--- src/rtl/isqrt16_iter.sv ---
// Iterative 16-bit integer square root with valid/ready handshakes on both sides.
// Define ISQRT16_RADIX16_EN to run two cascaded recurrence steps per cycle (latency 4 instead of 8).
module isqrt16_iter (
    input  logic        clk,
    input  logic        rst_n,
    input  logic        in_valid,
    output logic        in_ready,
    input  logic [15:0] rad_i,
    output logic        out_valid,
    input  logic        out_ready,
    output logic [7:0]  root_o,
    output logic [8:0]  rem_o
);

`ifdef ISQRT16_RADIX16_EN
    localparam int unsigned BITS_PER_CYCLE = 4;
    localparam logic [2:0]  LAST_COUNT     = 3'd3;
`else
    localparam int unsigned BITS_PER_CYCLE = 2;
    localparam logic [2:0]  LAST_COUNT     = 3'd7;
`endif

    typedef enum logic [1:0] {IDLE, CALC, DONE} state_t;

    state_t      state;
    logic [15:0] x;
    logic [9:0]  r;
    logic [7:0]  q;
    logic [2:0]  cnt;
    logic [9:0]  r_next;
    logic [7:0]  q_next;

    // One restoring step: bring down the next radicand bit pair, trial-subtract 4q+1.
    function automatic logic [17:0] rec_step(input logic [9:0] r_in,
                                             input logic [7:0] q_in,
                                             input logic [1:0] pair);
        logic [9:0] r_sh;
        logic [9:0] t;
        r_sh = (r_in << 2) | {8'd0, pair};
        t    = {q_in, 2'b01};
        if (r_sh >= t) begin
            return {r_sh - t, (q_in << 1) | 8'd1};
        end
        return {r_sh, q_in << 1};
    endfunction

`ifdef ISQRT16_RADIX16_EN
    logic [17:0] step1;

    always_comb begin
        step1            = rec_step(r, q, x[15:14]);
        {r_next, q_next} = rec_step(step1[17:8], step1[7:0], x[13:12]);
    end
`else
    always_comb begin
        {r_next, q_next} = rec_step(r, q, x[15:14]);
    end
`endif

    assign in_ready = (state == IDLE);

    // NOTE: all state updates use non-blocking assignments so every register samples pre-edge values.
    always_ff @(posedge clk) begin
        if (!rst_n) begin
            state     <= IDLE;
            x         <= '0;
            r         <= '0;
            q         <= '0;
            cnt       <= '0;
            out_valid <= 1'b0;
            root_o    <= '0;
            rem_o     <= '0;
        end else begin
            case (state)
                IDLE: begin
                    if (in_valid) begin
                        x     <= rad_i;
                        r     <= '0;
                        q     <= '0;
                        cnt   <= LAST_COUNT;
                        state <= CALC;
                    end
                end
                CALC: begin
                    x   <= x << BITS_PER_CYCLE;
                    r   <= r_next;
                    q   <= q_next;
                    cnt <= cnt - 3'd1;
                    if (cnt == 3'd0) begin
                        root_o    <= q_next;
                        rem_o     <= r_next[8:0];
                        out_valid <= 1'b1;
                        state     <= DONE;
                    end
                end
                DONE: begin
                    if (out_ready) begin
                        out_valid <= 1'b0;
                        state     <= IDLE;
                    end
                end
                default: state <= IDLE;
            endcase
        end
    end

endmodule
--- config.mk ---
export PLATFORM = sky130hd
export DESIGN_NAME = isqrt16_iter
export DESIGN_NICKNAME = d
export VERILOG_FILES = /design/src/rtl/isqrt16_iter.sv
export SDC_FILE = /design/constraint.sdc
export NUM_CORES = 1
export LEC_CHECK = 0
export CORE_ASPECT_RATIO = 0.8
export CORE_MARGIN = 1
export CORE_UTILIZATION = 59
export DETAILED_ROUTE_END_ITERATION = 16
export PLACE_DENSITY = 0.85
export SLEW_MARGIN = 0
export SYNTH_ARGS = -nofsm -noshare
export SYNTH_HDL_FRONTEND = slang
export SYNTH_SLANG_ARGS = --single-unit
--- constraint.sdc ---
create_clock -name clk -period 3.3 [get_ports clk]
set_clock_uncertainty 0.15 [all_clocks]
set_input_delay 0.99 -clock clk [delete_from_list [all_inputs] [get_ports clk]]
set_output_delay 0.99 -clock clk [all_outputs]
set_load 0.01 [all_outputs]
* Word level (Yosys, flattened, before mapping)
Index checks and enable logic that the tools add are counted.
Word-level totals: bits in read-only memories 0, latch bits 0, memories kept 0, output and inout port bits 19, register bits 55, input bits 20, bits in writable memories 0, word-level logic and storage cells 43
Cells by class: shift-type cells 0, add/subtract/negate cells 2, reductions and logical operators 8, bitwise logic cells 1, eq/ne operators 5, div/mod/pow operators 0, $mul 0, mux-type cells 18, magnitude comparators 1
Operators by type and width (number):
- $mux W17 | 2
- $pmux W16 S2 | 1
- $pmux W8 S2 | 2
- $mux W16 | 1
- $mux W8 | 2
- $ge A10 B10 Y1 | 1
- $or A10 B2 Y10 | 1
- $sub A9 B9 Y9 | 1
- $mux W2 | 3
- $ne A2 B2 Y1 const B | 3
- $pmux W2 S3 | 1
- $pmux W3 S2 | 1
- $reduce_and A3 Y1 | 2
- $reduce_and A2 Y1 | 2
- $reduce_bool A2 Y1 | 2
- $logic_not A3 Y1 | 1
- $mux W1 | 3
- $mux W3 | 1
- $sub A3 B1 Y3 const B | 1
- $eq A2 B1 Y1 const B | 1
- $eq A2 B2 Y1 const B | 1
- $logic_not A2 Y1 | 1
- $pmux W1 S2 | 1

* Logic depth before layout (Yosys ltp)
depth after elaboration 5, mapped depth 9, gate-level depth less buffers 7

* Worst setup path before layout
OpenSTA, ideal clock, no wires.
path type input -> register, start input rst_n, end register r[6], arrival 1.798 ns, required time 3.071 ns, slack 1.273 ns, setup time 0.079 ns, buffers on the path 1, stages 5, cells stage by stage buf_2 -> clkinv_1 -> nor2_1 -> nand2_1 -> o211ai_1
RTL lines:
- start, declared | RTL line 5 | input logic rst_n,
- end signal, assigned | RTL line 86 | r <= r_next;
- end, declared | RTL line 27 | logic [9:0] r;

* Final worst setup path
start register state[1], end output in_ready
Between the ends: word-level cells in the longest chain between the ends 1
RTL lines:
- start, declared | RTL line 25 | state_t state;
- start signal, assigned | RTL line 65 | state <= IDLE;
- start signal, assigned | RTL line 81 | state <= CALC;
- start signal, assigned | RTL line 93 | state <= DONE;
- $logic_not A2 Y1 | RTL line 60 | assign in_ready = (state == IDLE);
- end, declared | RTL line 7 | output logic in_ready,
No other way between the ends.

==> impl_metrics.toml <==
[run_status]
status = "completed"

[critical_path]
cp-start-kind = "flip-flop"
cp-end-kind = "output port"
critPathMaxStageDelay_ps = 590
crit_buf_inv = 1
slowest_stage = "clkdlybuf4s50_1"
critical_path.top_delay_family = "buffers and inverters"
crit_required_ps = 2160
cp_cell_sequence = "nor2_1, clkdlybuf4s50_1"
crit_path_max_fanout = 3
arrival_ps = 1410
crit_type = "reg -> out"

[power_and_ir_drop]
power_density_nw_per_um2 = 884
p_leak_nw = 1.25
ir_drop_mv = 0.892

[cells_and_area]
layout.cells.non_filler = 418
drive_gt1_share_pct = 13.1
syn_to_final_growth_pct = 17.4
antenna_cells = 0
nFillCells = 352
final_nets = 389
final_area_um2 = 3330

[floorplanning]
core_area_um2 = 4600
rows = 22
initial_utilization_pct = 61.6
dieWidth_um = 79.5
die_h_um = 64.0
io_pins = 39
design.die.area_um2 = 5090

[logic_synthesis]
seq_area_frac_synth_pct = 38.9
syn_area_per_cell_um2 = 8.69
synth_top_cells_by_area = "dfxtp_1 39%, a21oi_1 5.7%, ha_1 5.3%"
synth_top_cell_area_share_pct = 38.9
yosysWarnings = 0
ys_types = 52
synth.largest_area_cell = "dfxtp_1"
ys_ff_latch = 55
syn-num-nets = 358
syn_area_um2 = 2830
yosys-top-cells-count = "55 x dfxtp_1, 35 x nor2_1, 32 x a21oi_1"
synth_flop_cell = "dfxtp_1"
synth_most_common_cell = "dfxtp_1"
synth-edff-count = 0
netlist_instances = 326
async_flop_share_pct = 0

[timing]
fmax_mhz = 392
relSlewSlack_pct = 31.4
rsz0062_at_grt = "false"
fin_crit_ps = 2550
worst_slew_pin_slew_ps = 1030
period_share_pct = 77.3
setup_viol = 0
fin_setup_tns_ps = 0
slew_viol_final = 0
hold_viol = 0

[clock_network]
cts_root_buf = "clkbuf_8"
worstSkewPairLatency_ps = 310
clkSinkCount = 55
hold_buffers = 0
cts_buffer_depth = 2
cts.reportedPaths.clkPinSlew_ps = 100
cts_tree = "done"
cts_setup_buffers = 0
h-tree-depth = 2
numCtsBuffers = 5
cts_resized = 0

[placed_design]
placed_area_um2 = 3230
hpwl_um = 4620
io_buffers = 38
place_congestion = 0.930
dpl.cell_count = 410

[global_route]
grtUsageTotal_pct = 26.8
antenna_found_initial = 0
first_global_vias = 2213
gr-total-overflow = 0
grt_max_degree = 34
grt_pass1_wl_um = 10500

[detailed_routing]
vias_per_cell = 5.92
first_iter_violations = 162
drc = 0
wl_per_cell_um = 15.7
first_pass_iters = 5
antenna_left = 0
drt_wl_total_um = 6580
vias = 2476

[job]
maxCapViolCount = 0

[worst_hold_path]
hold_class = "reg -> reg"
sequential cells by signal, indices dropped and copies added, names as in the netlist:
register	count
r	8
root_o	8
x	16
q	8
state	2
out_valid	1
rem_o	9
cnt	3
cell type report:
class / count / area, µm² / share of cell area, %
Timing Repair Buffer: 45 / 433 / 13.0
Multi-Input combinational cell: 232 / 1560 / 46.7
Tap cell: 60 / 75.1 / 2.26
Clock inverter: 1 / 8.76 / 0.263
Inverter: 18 / 67.6 / 2.03
Clock buffer: 7 / 86.3 / 2.59
Sequential cell: 55 / 1100 / 33.1
metrics by stage:
stage / power [mW] / setup slack [ps] / utilization (%) / hold WS [ps]
3_5_place_dp: 2.51 / 753 / 70.3 / 301
4_1_cts: 2.91 / 736 / 72.4 / 318
3_3_place_gp: 2.46 / 772 / 70.3 / 294
2_1_floorplan: 2.24 / 1270 / - / 282
6_report: 2.94 / 749 / 72.4 / 315
5_1_grt: 3.09 / 639 / 72.4 / 337
report_power, final:
group	internal, mW	switching [mW]
clock	0.173	0.224
combinational	0.681	1.03
sequential	0.761	0.0764
total	1.61	1.33
kinds of logic after synthesis:
| kind of cell | Yosys count | synth area share, % |
|---|---|---|
| flops | 55 | 38.9 |
| compound gates | 91 | 23.7 |
| simple gates | 115 | 21.2 |
| xor+xnor | 6 | 1.85 |
| fa+ha+maj | 12 | 5.30 |
| buf+inv | 39 | 6.27 |
| mux | 8 | 2.87 |
tightest hold or removal path: cells and delay by family, from the launching register on:
family | cells | cell delay [ps]
flip-flops | 1 | 320
AND/OR/NAND/NOR | 1 | 50
AO/OA/AOI/OAI | 1 | 50
per-layer routing:
metal	part of all wire [%]	routed length, µm	vias to the layer above	track usage [%]
li1	-	-	1220	-
met1	49	3210	1150	36.7
met2	43	2800	91	40.1
met3	6.6	437	15	6.14
met4	1.9	125	0	11.4
met5	0	0	-	0
final timing paths:
| path | from | to | slack [ps] | cells after the start |
|---|---|---|---|---|
| worst max-delay path | state[1] | in_ready | 750 | 2 |
| worst min-delay path | root_o[3] | root_o[3] | 320 | 2 |
| worst max register to register | q[1] | rem_o[0] | 930 | 7 |
| worst min register to register | root_o[3] | root_o[3] | 320 | 2 |
cells in the final DEF (no fill, tap or decap), types with 3 or more instances in the layout:
master           instances
nor2b_1                 13
o21ai_1                  3
nand2_1                 28
nor2_4                   3
ha_1                    12
nand4_1                  5
a211oi_1                 4
o21ai_2                  3
a22oi_1                  9
o21ai_0                 12
inv_1                   17
nand3b_1                 4
clkbuf_8                 6
clkdlybuf4s50_1         38
o221a_2                 13
a21oi_1                 32
buf_4                    7
nand3_1                  9
dfxtp_1                 55
nor2_1                  35
xnor2_1                  4
mux2i_1                  7
No activity file was read; power rests on OpenSTA's default activity.
